==> src/rtl/uart_arb_pkg.sv <==
// Shared definitions for the two-requester UART transmit arbiter.
//   arb_state_e : arbiter FSM states (IDLE -> STROBE -> GAP -> WAIT -> IDLE)
//   NUM_REQ     : number of requesters sharing the serializer
//   LINE_FEED   : byte that ends a line and releases the line lock
package uart_arb_pkg;

  typedef enum logic [1:0] {
    ST_IDLE   = 2'd0,
    ST_STROBE = 2'd1,
    ST_GAP    = 2'd2,
    ST_WAIT   = 2'd3
  } arb_state_e;

  localparam int NUM_REQ = 2;
  localparam logic [7:0] LINE_FEED = 8'h0A;

endpackage

==> src/rtl/uart_byte_fifo.sv <==
// Per-requester byte FIFO feeding the UART transmit arbiter.
// Ports:
//   i_clk, i_reset : clock and synchronous active-high reset
//   push_i, data_i : write a byte (ignored while full_o is high)
//   pop_i          : discard the head byte (ignored while empty)
//   data_o         : head byte, valid whenever empty_o is low
//   full_o         : registered, high when count reaches DEPTH
//   empty_o        : high when no byte is buffered
//   count_o        : number of buffered bytes, 0..DEPTH
// DEPTH must be a power of two, at least 2, so the pointers wrap for free.
module uart_byte_fifo
  import uart_arb_pkg::*;
#(
  parameter int DEPTH = 4
) (
  input  logic                   i_clk,
  input  logic                   i_reset,
  input  logic                   push_i,
  input  logic [7:0]             data_i,
  input  logic                   pop_i,
  output logic [7:0]             data_o,
  output logic                   full_o,
  output logic                   empty_o,
  output logic [$clog2(DEPTH):0] count_o
);

  localparam int PTR_W = $clog2(DEPTH);
  localparam int CNT_W = $clog2(DEPTH) + 1;

  logic [7:0]       mem_q [DEPTH];
  logic [PTR_W-1:0] wr_ptr_q;
  logic [PTR_W-1:0] rd_ptr_q;
  logic [CNT_W-1:0] count_q;
  logic [CNT_W-1:0] count_d;
  logic             full_q;
  logic             push_ok;
  logic             pop_ok;

  // A push on a full FIFO is dropped outright, so push and pop never
  // collide on a full buffer.
  assign push_ok = push_i && !full_q;
  assign pop_ok  = pop_i && (count_q != '0);

  always_comb begin
    count_d = count_q;
    if (push_ok && !pop_ok) begin
      count_d = count_q + CNT_W'(1);
    end else if (pop_ok && !push_ok) begin
      count_d = count_q - CNT_W'(1);
    end
  end

  always_ff @(posedge i_clk) begin
    if (i_reset) begin
      wr_ptr_q <= '0;
      rd_ptr_q <= '0;
      count_q  <= '0;
      full_q   <= 1'b0;
    end else begin
      if (push_ok) wr_ptr_q <= wr_ptr_q + PTR_W'(1);
      if (pop_ok)  rd_ptr_q <= rd_ptr_q + PTR_W'(1);
      count_q <= count_d;
      full_q  <= (count_d == CNT_W'(DEPTH));
    end
  end

  // Storage carries no reset; the pointers define which entries are live.
  always_ff @(posedge i_clk) begin
    if (push_ok) mem_q[wr_ptr_q] <= data_i;
  end

  assign data_o  = mem_q[rd_ptr_q];
  assign full_o  = full_q;
  assign empty_o = (count_q == '0);
  assign count_o = count_q;

endmodule

==> src/rtl/uart_tx_arbiter.sv <==
// Two-requester arbiter in front of a byte-wide UART serializer.
// Each requester owns a small FIFO; the arbiter pops one byte at a time,
// presents it on o_tx_data and pulses o_tx_stb for one cycle.  With line
// locking enabled, the requester that sends a non-line-feed byte keeps the
// line until it sends a line feed or goes quiet for LOCK_TIMEOUT cycles.
// Ports:
//   i_clk, i_reset               : clock, synchronous active-high reset
//   i_reqN_data/i_reqN_stb       : requester N byte and write strobe
//   o_reqN_busy                  : requester N FIFO full (push is dropped)
//   o_tx_data/o_tx_stb           : byte and one-cycle strobe to serializer
//   i_tx_busy                    : serializer busy
//   o_owner                      : requester of the most recently sent byte
//   o_locked                     : line lock held by o_owner
module uart_tx_arbiter
  import uart_arb_pkg::*;
#(
  parameter int FIFO_DEPTH   = 4,
  parameter int LOCK_TIMEOUT = 1024,
  parameter int LINE_LOCK    = 1
) (
  input  logic       i_clk,
  input  logic       i_reset,
  input  logic [7:0] i_req0_data,
  input  logic       i_req0_stb,
  output logic       o_req0_busy,
  input  logic [7:0] i_req1_data,
  input  logic       i_req1_stb,
  output logic       o_req1_busy,
  output logic [7:0] o_tx_data,
  output logic       o_tx_stb,
  input  logic       i_tx_busy,
  output logic       o_owner,
  output logic       o_locked
);

  localparam int CNT_W  = $clog2(FIFO_DEPTH) + 1;
  localparam int IDLE_W = $clog2(LOCK_TIMEOUT + 1);

  logic [7:0]         req_data   [NUM_REQ];
  logic [NUM_REQ-1:0] req_stb;
  logic [7:0]         fifo_head  [NUM_REQ];
  logic [CNT_W-1:0]   fifo_count [NUM_REQ];
  logic [NUM_REQ-1:0] fifo_full;
  logic [NUM_REQ-1:0] fifo_empty;
  logic [NUM_REQ-1:0] fifo_pop;

  arb_state_e        state_q, state_d;
  logic [7:0]        tx_data_q, tx_data_d;
  logic              owner_q, owner_d;
  logic              locked_q, locked_d;
  logic [IDLE_W-1:0] idle_q, idle_d;
  logic              grant;
  logic              grant_valid;

  assign req_data[0] = i_req0_data;
  assign req_data[1] = i_req1_data;
  assign req_stb     = {i_req1_stb, i_req0_stb};

  for (genvar gi = 0; gi < NUM_REQ; gi++) begin : g_fifo
    uart_byte_fifo #(
      .DEPTH(FIFO_DEPTH)
    ) u_fifo (
      .i_clk   (i_clk),
      .i_reset (i_reset),
      .push_i  (req_stb[gi]),
      .data_i  (req_data[gi]),
      .pop_i   (fifo_pop[gi]),
      .data_o  (fifo_head[gi]),
      .full_o  (fifo_full[gi]),
      .empty_o (fifo_empty[gi]),
      .count_o (fifo_count[gi])
    );
  end

  // Requester selection.  A held lock pins the grant to the owner; otherwise
  // the requester that did not send last wins when both have data.
  always_comb begin
    grant       = owner_q;
    grant_valid = 1'b0;
    if (locked_q) begin
      grant       = owner_q;
      grant_valid = !fifo_empty[owner_q];
    end else if (!fifo_empty[0] && !fifo_empty[1]) begin
      grant       = ~owner_q;
      grant_valid = 1'b1;
    end else if (!fifo_empty[0]) begin
      grant       = 1'b0;
      grant_valid = 1'b1;
    end else if (!fifo_empty[1]) begin
      grant       = 1'b1;
      grant_valid = 1'b1;
    end
  end

  always_comb begin
    state_d   = state_q;
    tx_data_d = tx_data_q;
    owner_d   = owner_q;
    locked_d  = locked_q;
    idle_d    = '0;
    fifo_pop  = '0;

    // Lock watchdog: counts only while the owner has nothing to send and the
    // arbiter is free.  It is cleared on expiry, so it never exceeds the
    // timeout value and cannot wrap.
    if (locked_q && (state_q == ST_IDLE) && (fifo_count[owner_q] == '0)) begin
      if (idle_q >= IDLE_W'(LOCK_TIMEOUT - 1)) begin
        locked_d = 1'b0;
        idle_d   = '0;
      end else begin
        idle_d = idle_q + IDLE_W'(1);
      end
    end

    case (state_q)
      ST_IDLE: begin
        if (grant_valid && !i_tx_busy) begin
          fifo_pop  = NUM_REQ'(1) << grant;
          tx_data_d = fifo_head[grant];
          owner_d   = grant;
          if (LINE_LOCK != 0) begin
            locked_d = (fifo_head[grant] != LINE_FEED);
          end
          state_d = ST_STROBE;
        end
      end
      ST_STROBE: state_d = ST_GAP;
      // The serializer may not have raised busy yet, so it is ignored here.
      ST_GAP:    state_d = ST_WAIT;
      ST_WAIT: begin
        if (!i_tx_busy) state_d = ST_IDLE;
      end
      default:   state_d = ST_IDLE;
    endcase
  end

  always_ff @(posedge i_clk) begin
    if (i_reset) begin
      state_q   <= ST_IDLE;
      tx_data_q <= 8'h00;
      owner_q   <= 1'b1;   // requester 0 wins the first round
      locked_q  <= 1'b0;
      idle_q    <= '0;
    end else begin
      state_q   <= state_d;
      tx_data_q <= tx_data_d;
      owner_q   <= owner_d;
      locked_q  <= locked_d;
      idle_q    <= idle_d;
    end
  end

  assign o_tx_stb    = (state_q == ST_STROBE);
  assign o_tx_data   = tx_data_q;
  assign o_owner     = owner_q;
  assign o_locked    = locked_q;
  assign o_req0_busy = fifo_full[0];
  assign o_req1_busy = fifo_full[1];

endmodule

==> config.mk <==
export PLATFORM = sky130hd
export DESIGN_NAME = uart_tx_arbiter
export DESIGN_NICKNAME = d
export VERILOG_FILES = /design/src/rtl/uart_arb_pkg.sv /design/src/rtl/uart_byte_fifo.sv /design/src/rtl/uart_tx_arbiter.sv
export SDC_FILE = /design/constraint.sdc
export NUM_CORES = 1
export LEC_CHECK = 0
export ABC_AREA = 1
export BUFFER_PORTS_ARGS = -buffer_cell sky130_fd_sc_hd__buf_2
export CAP_MARGIN = 30
export CELL_PAD_IN_SITES_DETAIL_PLACEMENT = 0
export CELL_PAD_IN_SITES_GLOBAL_PLACEMENT = 2
export CORE_MARGIN = 4
export CORE_UTILIZATION = 38
export DETAILED_ROUTE_END_ITERATION = 8
export PLACE_DENSITY = 0.8
export SETUP_SLACK_MARGIN = 0.3
export SLEW_MARGIN = 5
export SYNTH_ARGS = -nofsm -noshare
export SYNTH_HDL_FRONTEND = slang
export SYNTH_HIERARCHICAL = 1
export SYNTH_SLANG_ARGS = --single-unit
==> constraint.sdc <==
create_clock -name i_clk -period 2.75 [get_ports i_clk]
set_clock_uncertainty 0.15 [all_clocks]
set_input_delay 0.275 -clock i_clk [delete_from_list [all_inputs] [get_ports i_clk]]
set_output_delay 0.275 -clock i_clk [all_outputs]
set_load 0.01 [all_outputs]
## Word level (Yosys, flattened, before mapping)

Memory sizes are Yosys's and may differ from the RTL's. A register that Yosys moved wholly into a read port is not among the register bits.
Index checks and enable logic that the tools add are counted.

- Flip-flop bits (word level): 39
- Bits in writable memories: 64
- Output and inout bits: 13
- Word-level logic and storage cells: 109
- Memories: 2

Memories:

| name | words | bits a word | rd ports | clocked after memory_dff | wr ports | line | text |
|---|---|---|---|---|---|---|---|
| g_fifo[0].u_fifo.mem_q | 4 | 8 | 1 | 1 | 1 | uart_byte_fifo.sv:30 | `logic [7:0] mem_q [DEPTH];` |
| g_fifo[1].u_fifo.mem_q | 4 | 8 | 1 | 1 | 1 | uart_byte_fifo.sv:30 |  |

- Add/subtract/negate cells: 9
- Order comparisons: 4
- Equal/unequal tests: 8
- Shift-type cells: 1
- Muxes and demuxes: 37
- Bitwise gates (word level): 4
- Reductions and logical operators: 31

Operators with widths:

| operator | count |
|---|---|
| $mux W8 | 3 |
| $mux W3 | 7 |
| $mux W1 | 18 |
| $mux W2 | 8 |
| $logic_and A1 B1 Y1 | 12 |
| $add A11 B1 Y11 const B | 1 |
| $ge A11 B10 Y1 const B | 1 |
| $logic_not A1 Y1 | 10 |
| $logic_not A3 Y1 | 3 |
| $add A2 B1 Y2 const B | 4 |
| $ne A8 B4 Y1 const B | 1 |
| $pmux W2 S4 | 1 |
| $add A3 B1 Y3 const B | 2 |
| $eq A3 B3 Y1 const B | 2 |
| $reduce_bool A3 Y1 | 2 |
| $sub A3 B1 Y3 const B | 2 |
| $eq A2 B2 Y1 const B | 2 |
| $ge A2 B2 Y1 const B | 2 |
| $not A1 Y2 | 2 |
| $reduce_and A2 Y1 | 2 |
| $reduce_or A3 Y1 | 1 |
| $eq A2 B1 Y1 const B | 1 |
| $logic_not A2 Y1 | 1 |
| $lt A1 B2 Y1 const B | 1 |
| 4 further kinds | 5 |

## Logic depth before layout (Yosys ltp)

Gate-level depths: netlist (run 1).

- Depth in word-level cells: 13
- Gate-level depth with buffers: 18

## Cells and area by module

The synthesis (run 1) kept the hierarchy.

Modules (own cells, without submodules):

| module | instances | cells an instance | area an instance (µm²) | seq. area each (µm²) |
|---|---|---|---|---|
| uart_byte_fifo | 2 | 149 | 1,747.9 | 1,161.1 |
| uart_tx_arbiter | 1 | 187 | 1,232.4 | 460.4 |

## Worst setup path after synthesis (run 1)

OpenSTA, ideal clock, no wires.

- Path type: reg-to-reg
- Start point: register g_fifo[0].u_fifo.count_q[0]
- End point: register g_fifo[0].u_fifo.full_q
- Setup time: 0.111 ns
- Arrival: 2.024 ns
- Required time: 2.489 ns
- Path slack: 0.465 ns
- Cell stages (with the launch flop): 18
- Buffers on the path: 1
- Period minus slack after synthesis: 2.285 ns
- Path through: dfxtp_1 > inv_1 > ha_1 > nand2_4 > inv_1 > inv_1 > nand2_1 > o21ai_2 > nand3_2 > buf_2 > nor2_1 > nand2_4 > nand2_4 > nand2_1 > nand2_1 > nand2_1 > nand2_2 > nor2_2

- Cells in the longest elaborated chain, start to end: 13

Ends and longest elaborated chain:

| element | line | text |
|---|---|---|
| start, declared | uart_byte_fifo.sv:33 | `logic [CNT_W-1:0] count_q;` |
| start signal, assigned | uart_byte_fifo.sv:62 | `count_q <= count_d;` |
| $logic_not A3 Y1 * | uart_byte_fifo.sv:74 | `assign empty_o = (count_q == '0);` |
| net fifo_empty[0] | uart_tx_arbiter.sv:44 | `logic [NUM_REQ-1:0] fifo_empty;` |
| $logic_not A1 Y1 or $mux W1 (tied branches) | n/a |  |
| $logic_and A1 B1 Y1 or $mux W1 (tied branches) | uart_tx_arbiter.sv:83, uart_tx_arbiter.sv:82 |  |
| $mux W1 or $logic_not A1 Y1 (tied branches) | uart_tx_arbiter.sv:83, uart_tx_arbiter.sv:82 |  |
| $mux W1 | uart_tx_arbiter.sv:80 | `if (locked_q) begin` |
| $shl A1 B1 Y2 or $logic_and A1 B1 Y1 (tied branches) | uart_tx_arbiter.sv:118, uart_tx_arbiter.sv:117 |  |
| $mux W2 * | uart_tx_arbiter.sv:117 | `if (grant_valid && !i_tx_busy) begin` |
| $mux W2 * | uart_tx_arbiter.sv:115 | `case (state_q)` |
| net fifo_pop[0] | uart_tx_arbiter.sv:45 | `logic [NUM_REQ-1:0] fifo_pop;` |
| $logic_and A1 B1 Y1 * | uart_byte_fifo.sv:42 | `assign pop_ok = pop_i && (count_q != '0);` |
| $logic_and A1 B1 Y1 or $logic_not A1 Y1 (tied branches) | uart_byte_fifo.sv:48, uart_byte_fifo.sv:46 |  |
| $mux W3 or $logic_and A1 B1 Y1 (tied branches) | uart_byte_fifo.sv:48, uart_byte_fifo.sv:46 |  |
| $mux W3 * | uart_byte_fifo.sv:46 | `if (push_ok && !pop_ok) begin` |
| $eq A3 B3 Y1 * | uart_byte_fifo.sv:63 | `full_q <= (count_d == CNT_W'(DEPTH));` |
| end signal, assigned | uart_byte_fifo.sv:63 |  |
| end, declared | uart_byte_fifo.sv:35 | `logic full_q;` |

The timed path passes the listed nets; every way through them passes the cells marked *. The select of a mux whose other input is x is not followed.
A chain may end at the register's enable or synchronous reset.

==> impl_metrics.py, run 1 <==
metrics = {
    "worst_setup_path": {
        "cp.arrival_ns": 2.44,
        "reg2reg_slack_ns": 0.43,
        "startpoint_type": "flip-flop",
        "r2r_start": "g_fifo[0].u_fifo/count_o[0]$_SDFF_PP0_",
        "worstSetupEndpointType": "flip-flop",
        "required_ns": 2.87,
        "crit_type": "flip-flop to flip-flop",
        "critPathMaxFanout": 8,
        "worstRegToRegCells": 14,
    },
    "drt": {
        "drt-total-wl_um": 9400,
        "via_per_inst": 4.58,
        "route.detailed.drc": 0,
        "ant_nets": 0,
        "vias": 3267,
        "drtIter0Drc": 166,
        "dr.pass1.iters": 4,
        "avgRoutedWirePerCell_um": 13.2,
    },
    "global_routing": {
        "overflow": 0,
        "grt_pass1_vias": 3099,
        "antenna_found_initial": 0,
        "grt_use_total_pct": 13.6,
        "grt_max_degree": 20,
        "grt_pass1_wl_um": 15200,
    },
    "clocking": {
        "cts_setup_buffers": 0,
        "clock_latency_ns": 0.34,
        "cts_buffer_depth": 2,
        "clk_pin_slew_worst_paths_ns": 0.07,
        "tritoncts": "yes",
        "cts_buffers": 9,
        "cts-root-buf": "clkbuf_16",
        "cts_htree_levels": 3,
        "cts.sinks": 107,
    },
    "timing": {
        "finalMaxSlewViolations": 0,
        "fin_crit_ns": 2.32,
        "fin_setup_tns_ns": 0,
        "holdWs_ns": 0.0140,
        "hold_viol": 0,
        "post-route-period-util_pct": 84.5,
        "worst_slew_pin_slew_ns": 0.827,
        "relSlewSlack_pct": 44.6,
        "rsz0062_at_grt": "true",
        "fmax_mhz": 430,
        "setup_violations": 0,
    },
    "final_layout": {
        "fillers": 1194,
        "multi_input_area_mm2": 0.00166,
        "drive_gt1_share_pct": 16.5,
        "layout_commonest_cell": "nor2_1",
        "areaGrowthSynthToFinish_pct": 16.2,
        "n_antenna_cell": 0,
        "nNetsFinal": 581,
        "final_cell_mix": "nor2_1 (77), nand2_1 (72), edfxtp_1 (64)",
        "stdcell_count": 713,
        "regArea_mm2": 0.00278,
    },
    "floorplan": {
        "io_pins": 34,
        "coreArea_mm2": 0.0121,
        "rows": 40,
        "initial_core_util_pct": 39.0,
        "die_h_um": 120,
        "die_w_um": 120,
        "dieArea_mm2": 0.0143,
    },
    "power": {
        "powerDensity_mw_per_mm2": 837,
        "ir_drop_mv": 0.390,
        "p_leak_nw": 2.28,
    },
    "place": {
        "dp.cells": 683,
        "portBuffers": 33,
        "place_hpwl_um": 6640,
        "gp_congestion": 0.759,
    },
    "min_path": {
        "min-delay-start": "i_req0_data[0]",
        "min_to": "g_fifo[0].u_fifo/mem_q[1][0]$_DFFE_PP_",
        "hold_depth": 1,
        "hp-class": "input port to flip-flop",
    },
    "status": {
        "outcome": "completed",
    },
    "synth": {
        "yosysUniqueCellTypes": 30,
        "ys_warn_count": 6,
        "synth_seq_area_share_pct": 58.9,
        "synthesis.area_mm2": 0.00473,
        "synth.ff_latch_count": 107,
        "postSynthAreaPerCell_um2": 9.75,
        "syn_inst": 485,
        "synth_nets": 526,
    },
    "flow_run": {
        "drv_cap": 0,
    },
}
[cells by family (layout without fill, tap and decap cells)]
group,Yosys count,count (layout),share of synthesized area [%]
other,1,1,0.0793
and+or+nand+nor,200,200,19.5
buffers and inverters,71,131,6.22
DFF,107,107,58.9
xor gates and xnor gates,6,6,1.11
adders and majority gates,20,20,5.29
AOI/OAI and AO/OA,80,80,8.97
[synth_stat cells, drive strengths merged]
| cell | count | share of area [%] |
|---|---|---|
| o22ai | 16 | 2.1 |
| ha | 20 | 5.3 |
| xor2 | 6 | 1.1 |
| dfxtp | 43 | 18 |
| edfxtp | 64 | 41 |
| buf | 8 | 1.2 |
| nand2 | 82 | 7.7 |
| o21ai | 44 | 4.7 |
| inv | 62 | 4.9 |
| clkbuf | 1 | 0.079 |
| nor2 | 81 | 6.5 |
| nand3b | 1 | 0.16 |
| a21oi | 20 | 2.1 |
| nand3 | 27 | 3.7 |
| nor3 | 4 | 0.74 |
| or2 | 2 | 0.26 |
| conb | 1 | 0.079 |
| nand4 | 3 | 0.40 |
[worst max-delay path: stages (launching register included)]
cell and delay (ns):
dfxtp_1 0.37, inv_1 0.09, ha_1 0.23, nand2_4 0.11
inv_1 0.06, inv_1 0.06, nand2_1 0.06, o21ai_2 0.07
nand3_2 0.20, nor2_2 0.33, nand2_4 0.11, inv_2 0.08
nand2_1 0.06, xor2_1 0.13, nor2_1 0.11
[per-stage QoR]
| step | instance area, µm² | util [%] | total power [mW] | worst slack (ns) |
|---|---|---|---|---|
| after floorplan | 4730 | - | 3.06 | 0.465 |
| after global placement | 5090 | 42.0 | 3.48 | 0.365 |
| after detailed placement | 5090 | 42.0 | 3.49 | 0.325 |
| after CTS | 5490 | 45.3 | 4.67 | 0.301 |
| after global routing | 5490 | 45.4 | 4.94 | 0.220 |
| final | 5490 | 45.4 | 4.60 | 0.427 |
[flip-flops by register name, summed over array words and instances (netlist names), named ones only]
signal / count
g_fifo.u_fifo/rd_ptr_q: 4
o_tx_data: 8
g_fifo.u_fifo/wr_ptr_q: 4
g_fifo.u_fifo/full_o: 2
o_owner: 1
state_q: 2
o_locked: 1
g_fifo.u_fifo/mem_q: 64
idle_q: 11
g_fifo.u_fifo/count_o: 6
[timing repair]
action                                  in CTS  in global routing
endpoints found under the hold margin       56                  0
hold buffers                                14                  0
resized for setup                            1                  1
endpoints found under the setup margin       2                 14
[worst max-delay path by stage]
stage,start,endpoint,slack [ns],cells after the start
3_3_place_gp,g_fifo[1].u_fifo/count_o[0]$_SDFF_PP0_,flip-flop,0.36,13
2_1_floorplan,g_fifo[0].u_fifo/count_o[0]$_SDFF_PP0_,g_fifo[0].u_fifo/full_o$_SDFF_PP0_,0.47,17
6_report,g_fifo[0].u_fifo/count_o[0]$_SDFF_PP0_,flip-flop,0.43,14
3_5_place_dp,g_fifo[0].u_fifo/count_o[0]$_SDFF_PP0_,flip-flop,0.32,14
4_1_cts,g_fifo[1].u_fifo/count_o[0]$_SDFF_PP0_,g_fifo[1].u_fifo/rd_ptr_q[1]$_SDFFE_PP0P_,0.30,12
5_1_grt,g_fifo[0].u_fifo/count_o[0]$_SDFF_PP0_,g_fifo[0].u_fifo/rd_ptr_q[1]$_SDFFE_PP0P_,0.22,14
[area by class of cell]
| class | count | share of cell area [%] |
|---|---|---|
| timing repair buffer | 53 | 6.38 |
| clock inverter | 7 | 0.638 |
| sequential | 107 | 50.7 |
| multi-input combinational | 307 | 30.2 |
| tap | 168 | 3.83 |
| inverter | 62 | 4.24 |
| clock buffer | 9 | 4.10 |
[per-layer routing]
| layer | wire length, µm | track usage, % | vias up |
|---|---|---|---|
| met5 | 0 | 0 | - |
| met4 | 147 | 5.37 | 0 |
| met3 | 344 | 2.73 | 11 |
| met2 | 4330 | 22.2 | 58 |
| met1 | 4570 | 17.8 | 1478 |
| li1 | - | - | 1720 |
[report_power, final]
| part | leakage [nW] | internal (mW) | switching, mW |
|---|---|---|---|
| Combinational | 1.22 | 0.511 | 0.942 |
| Clock | 0.128 | 0.600 | 0.539 |
| Sequential | 0.939 | 1.88 | 0.130 |
Note: power is estimated with default switching activity, not from simulation.
==> inputs of run 2 (changes only) <==
- clock period: 2.75 -> 2.25 ns (I/O delays scaled with it)
==> run 2 against run 1 <==
Net effect: flip-flop and latch count unchanged; critical path type unchanged; combinational power rose by 50%; wire length up 5.3%; die area is the same; largest power group unchanged; count of clock-buffer cells in the layout grew 1; total power is 32% higher; via count rose by 4.2%; worst setup slack worse by 0.10 ns.
==> impl_metrics.py, run 2 (synthesis results as in run 1) <==
metrics = {
    "status": {
        "outcome": "completed",
    },
    "min_path": {
        "hp-class": "input port to flip-flop",
    },
    "drt": {
        "drt-total-wl_um": 9890,
        "ant_nets": 0,
        "avgRoutedWirePerCell_um": 13.4,
        "top_layer": "met4",
        "drtIter0Drc": 168,
        "vias": 3404,
        "wl_met3_um": 405,
        "m1WireLength_um": 4630,
        "wl_met2_um": 4680,
        "route.detailed.drc": 0,
        "dr.pass1.iters": 4,
        "via_per_inst": 4.62,
    },
    "worst_setup_path": {
        "worstSetupEndpointType": "flip-flop",
        "required_ns": 2.33,
        "cpMaxStageDelayCell": "dfxtp_2",
        "cpLargestDelayFamily": "simple AND/OR/NAND/NOR gates",
        "critPathMaxFanout": 5,
        "crit_buf_inv": 4,
        "reg2reg_slack_ns": 0.32,
        "crit_type": "flip-flop to flip-flop",
        "critPathMaxStageDelay_ns": 0.32,
        "startpoint_type": "flip-flop",
        "cp_common_cell": "nand2_4",
        "cp.arrival_ns": 2.00,
        "path_cells": "inv_2 -> ha_4 -> nand2_4 -> inv_4 -> inv_4 -> nand3_1 -> nand2_4 -> nor2_4 -> nand2_4 -> inv_2 -> nand2_1 -> xor2_1 -> nor2_1",
    },
    "clocking": {
        "clk_pin_slew_worst_paths_ns": 0.07,
        "tritoncts": "yes",
        "cts_buffer_depth": 2,
        "clock_latency_ns": 0.35,
        "cts_buffers": 9,
        "cts-root-buf": "clkbuf_16",
        "cts_htree_levels": 3,
        "cts.sinks": 107,
    },
    "timing": {
        "fin_setup_tns_ns": 0,
        "post-route-period-util_pct": 85.7,
        "hold_viol": 0,
        "fmax_mhz": 519,
        "fin_crit_ns": 1.93,
        "setup_violations": 0,
        "finalMaxSlewViolations": 0,
        "rsz0062_at_grt": "true",
    },
    "power": {
        "powerDensity_mw_per_mm2": 1040,
        "ir_drop_mv": 0.413,
        "p_leak_nw": 2.42,
        "power_mw": 6.07,
    },
    "global_routing": {
        "overflow": 0,
        "grt_pass1_wl_um": 16100,
        "grt_max_degree": 19,
        "grt_use_total_pct": 14.4,
        "antenna_found_initial": 0,
        "grt_pass1_vias": 3236,
    },
    "floorplan": {
        "initial_core_util_pct": 39.0,
        "rows": 40,
        "coreArea_mm2": 0.0121,
        "die_h_um": 120,
        "io_pins": 34,
        "dieArea_mm2": 0.0143,
        "die_w_um": 120,
    },
    "place": {
        "portBuffers": 33,
        "gp_congestion": 0.747,
        "place_hpwl_um": 6980,
    },
    "final_layout": {
        "areaGrowthSynthToFinish_pct": 22.9,
        "final_cell_mix": "nor2_1 (76), nand2_1 (66), edfxtp_1 (64)",
        "largest_reg_flops": 64,
        "regMostFlops": "g_fifo.u_fifo/mem_q",
        "layout_commonest_cell": "nor2_1",
        "nNetsFinal": 606,
        "drive_gt1_share_pct": 24.3,
        "n_antenna_cell": 0,
    },
    "flow_run": {
        "drv_cap": 0,
    },
}
==> run 2: where the power goes <==
| group | leakage (nW) | internal [mW] | switching (mW) |
|---|---|---|---|
| Clock | 0.131 | 0.753 | 0.685 |
| Sequential | 0.941 | 2.30 | 0.153 |
| Combinational | 1.35 | 0.841 | 1.34 |
| Total | 2.42 | 3.90 | 2.17 |
==> run 2: worst paths after layout <==
check	cells past startpoint	to	from
hold / removal	5	state_q[1]$_SDFFE_PP0P_	i_tx_busy
hold reg to reg	1	idle_q[0]$_SDFF_PP0_	idle_q[0]$_SDFF_PP0_
setup / recovery	13	g_fifo[1].u_fifo/rd_ptr_q[1]$_SDFFE_PP0P_	g_fifo[0].u_fifo/count_o[0]$_SDFF_PP0_
setup reg to reg	13	g_fifo[1].u_fifo/rd_ptr_q[1]$_SDFFE_PP0P_	g_fifo[0].u_fifo/count_o[0]$_SDFF_PP0_
==> run 2: cell type report <==
class | count | area [µm²]
fillers | 1161 | 6300
flip-flops and latches | 107 | 2790
inverters | 62 | 240
clock inverters | 5 | 38.8
repair buffers | 78 | 543
clock buffers | 10 | 229
well taps | 168 | 210
multi-input cells | 307 | 1760
==> run 2: repair_timing <==
action,CTS,global route
resized for setup,7,10
pin swaps,6,13
buffers inserted,6,6
setup endpoints to repair,15,17
hold buffers,16,0
hold endpoints to repair,64,0
==> run 2: layer usage <==
layer  track usage, %  up-vias
li1                 -     1766
met1             18.9     1577
met2             23.6       50
met3             2.92       11
met4             5.58        0
met5                0        -
==> run 2: per-stage QoR <==
step / instances / util (%) / hold WS [ns] / cell area (µm²) / setup WS (ns)
2_1_floorplan: 485 / - / 0.139 / 4800 / 0.293
3_3_place_gp: 694 / 43.2 / 0.280 / 5230 / 0.107
3_5_place_dp: 694 / 43.2 / 0.294 / 5230 / 0.0835
4_1_cts: 731 / 47.3 / 0.122 / 5730 / 0.316
5_1_grt: 737 / 48.0 / 0.178 / 5810 / 0.170
6_report: 737 / 48.0 / 0.133 / 5810 / 0.322
==> run 2: tightest hold or removal path, cell delays in order <==
cell	delay (ns)
buf_2	0.11
nand2_1	0.06
nand2_1	0.06
nand3_1	0.08
a21oi_1	0.06
==> inputs of run 3 (changes only) <==
- REMOVE_ABC_BUFFERS: unset -> 1
==> run 3 against run 2 <==
Net effect: design area grew 1.1%; die area unchanged; maximum frequency is 1.7% higher; first-iteration DRC count rose by 18%; sequential power is essentially flat; global-route usage up 0.60 points; register-to-register slack gained 0.03 ns; critical endpoint is now g_fifo[1].u_fifo/full_o$_SDFF_PP0_; highest routed layer unchanged.
==> impl_metrics.py, run 3 (synthesis results as in run 1) <==
metrics = {
    "min_path": {
        "hp-class": "input port to flip-flop",
        "hold_depth": 5,
    },
    "place": {
        "gp_congestion": 0.792,
        "portBuffers": 33,
        "place_area_mm2": 0.00521,
        "pre_cts_ws_ns": 0.124,
        "place_hpwl_um": 7070,
    },
    "clocking": {
        "cts_htree_levels": 3,
        "clk_pin_slew_worst_paths_ns": 0.07,
        "clock_latency_ns": 0.35,
        "cts_buffer_depth": 2,
        "cts-root-buf": "clkbuf_16",
        "tritoncts": "yes",
        "cts_buffers": 9,
        "cts.sinks": 107,
    },
    "timing": {
        "post-route-period-util_pct": 84.3,
        "fin_ws_ns": 0.354,
        "hold_viol": 0,
        "rsz0062_at_grt": "true",
        "holdWs_ns": 0.156,
        "fin_crit_ns": 1.90,
        "finalMaxSlewViolations": 0,
        "fmax_mhz": 528,
        "setup_violations": 0,
    },
    "final_layout": {
        "nNetsFinal": 611,
        "largest_reg_flops": 64,
        "drive_gt1_share_pct": 26.6,
        "final_cell_area_mm2": 0.00588,
        "fillers": 1177,
        "final_cell_mix": "nor2_1 (77), edfxtp_1 (64), nand2_1 (60)",
        "layout_commonest_cell": "nor2_1",
        "areaGrowthSynthToFinish_pct": 24.3,
        "n_antenna_cell": 0,
        "regMostFlops": "g_fifo.u_fifo/mem_q",
    },
    "floorplan": {
        "die_h_um": 120,
        "die_w_um": 120,
        "initial_core_util_pct": 39.0,
        "dieArea_mm2": 0.0143,
        "coreArea_mm2": 0.0121,
        "rows": 40,
        "io_pins": 34,
    },
    "worst_setup_path": {
        "startpoint_type": "flip-flop",
        "critPathMaxFanout": 4,
        "required_ns": 2.35,
        "cp.arrival_ns": 2.00,
        "reg2reg_slack_ns": 0.35,
        "worstRegToRegCells": 17,
        "crit_type": "flip-flop to flip-flop",
        "worstSetupEndpointType": "flip-flop",
    },
    "global_routing": {
        "grt_pass1_wl_um": 16700,
        "overflow": 0,
        "grt_use_total_pct": 15.0,
        "grt_pass1_vias": 3491,
        "grt_max_degree": 20,
        "antenna_found_initial": 0,
    },
    "drt": {
        "via_per_inst": 4.65,
        "vias": 3456,
        "route.detailed.drc": 0,
        "ant_nets": 0,
        "dr.pass1.iters": 4,
        "drtIter0Drc": 198,
        "avgRoutedWirePerCell_um": 13.6,
        "drt-total-wl_um": 10100,
    },
    "power": {
        "ir_drop_mv": 0.425,
        "powerDensity_mw_per_mm2": 1070,
        "p_leak_nw": 2.46,
    },
    "status": {
        "outcome": "completed",
    },
    "flow_run": {
        "drv_cap": 0,
    },
}
## run 3: critical path: stages (launching register included)
cell and delay [ns]:
dfxtp_2 0.35, inv_4 0.05, ha_4 0.15, nand2_4 0.05, inv_2 0.04, inv_2 0.06
nand2_2 0.06, o21ai_4 0.06, nand3_2 0.12, nor2_1 0.11, buf_4 0.16, nand2_4 0.08
nand2_4 0.08, nand2_1 0.06, nand2_1 0.07, nand2_2 0.06, nand2_2 0.07, nor2_2 0.03
## run 3: power by group
part	internal (mW)	switching, mW	total (mW)
combinational	0.922	1.29	2.22
clock	0.879	0.713	1.59
sequential	2.30	0.166	2.47
total	4.11	2.17	6.28
## run 3: worst paths after layout
path,from,endpoint
setup / recovery,g_fifo[0].u_fifo/count_o[0]$_SDFF_PP0_,g_fifo[1].u_fifo/full_o$_SDFF_PP0_
hold / removal,i_tx_busy,state_q[1]$_SDFFE_PP0P_
setup reg to reg,g_fifo[0].u_fifo/count_o[0]$_SDFF_PP0_,g_fifo[1].u_fifo/full_o$_SDFF_PP0_
hold reg to reg,idle_q[0]$_SDFF_PP0_,idle_q[0]$_SDFF_PP0_
## run 3: per-layer routing
layer | global-route usage, % | vias up | part of all wire, %
li1 | - | 1778 | -
met1 | 18.3 | 1619 | 46
met2 | 25.4 | 42 | 49
met3 | 3.11 | 17 | 3.1
met4 | 7.44 | 0 | 2.5
met5 | 0 | - | 0
## run 3: what timing repair did
item | CTS | global route
hold endpoints to repair | 64 | 0
buffers inserted | 6 | 6
pin swaps | 10 | 20
gates resized for setup | 16 | 30
endpoints found under the setup margin | 17 | 19
hold buffers | 16 | 0
## run 3: layout make-up
type | instances | area, µm² | share of cell area (%)
Clock buffer | 10 | 229 | 3.90
Sequential cell | 107 | 2790 | 47.5
Tap cell | 168 | 210 | 3.58
Inverter | 62 | 245 | 4.17
Timing Repair Buffer | 83 | 581 | 9.88
Multi-Input combinational cell | 307 | 1750 | 29.7
Clock inverter | 6 | 72.6 | 1.24
## run 3: metrics by stage
stage	instances	power [mW]	TNS (ns)	util, %
floorplan	476	3.70	-0.0886	-
global placement	699	4.33	0	43.0
detailed placement	699	4.34	0	43.0
CTS	737	6.12	0	47.4
global route	743	6.74	0	48.5
finish	743	6.28	0	48.5
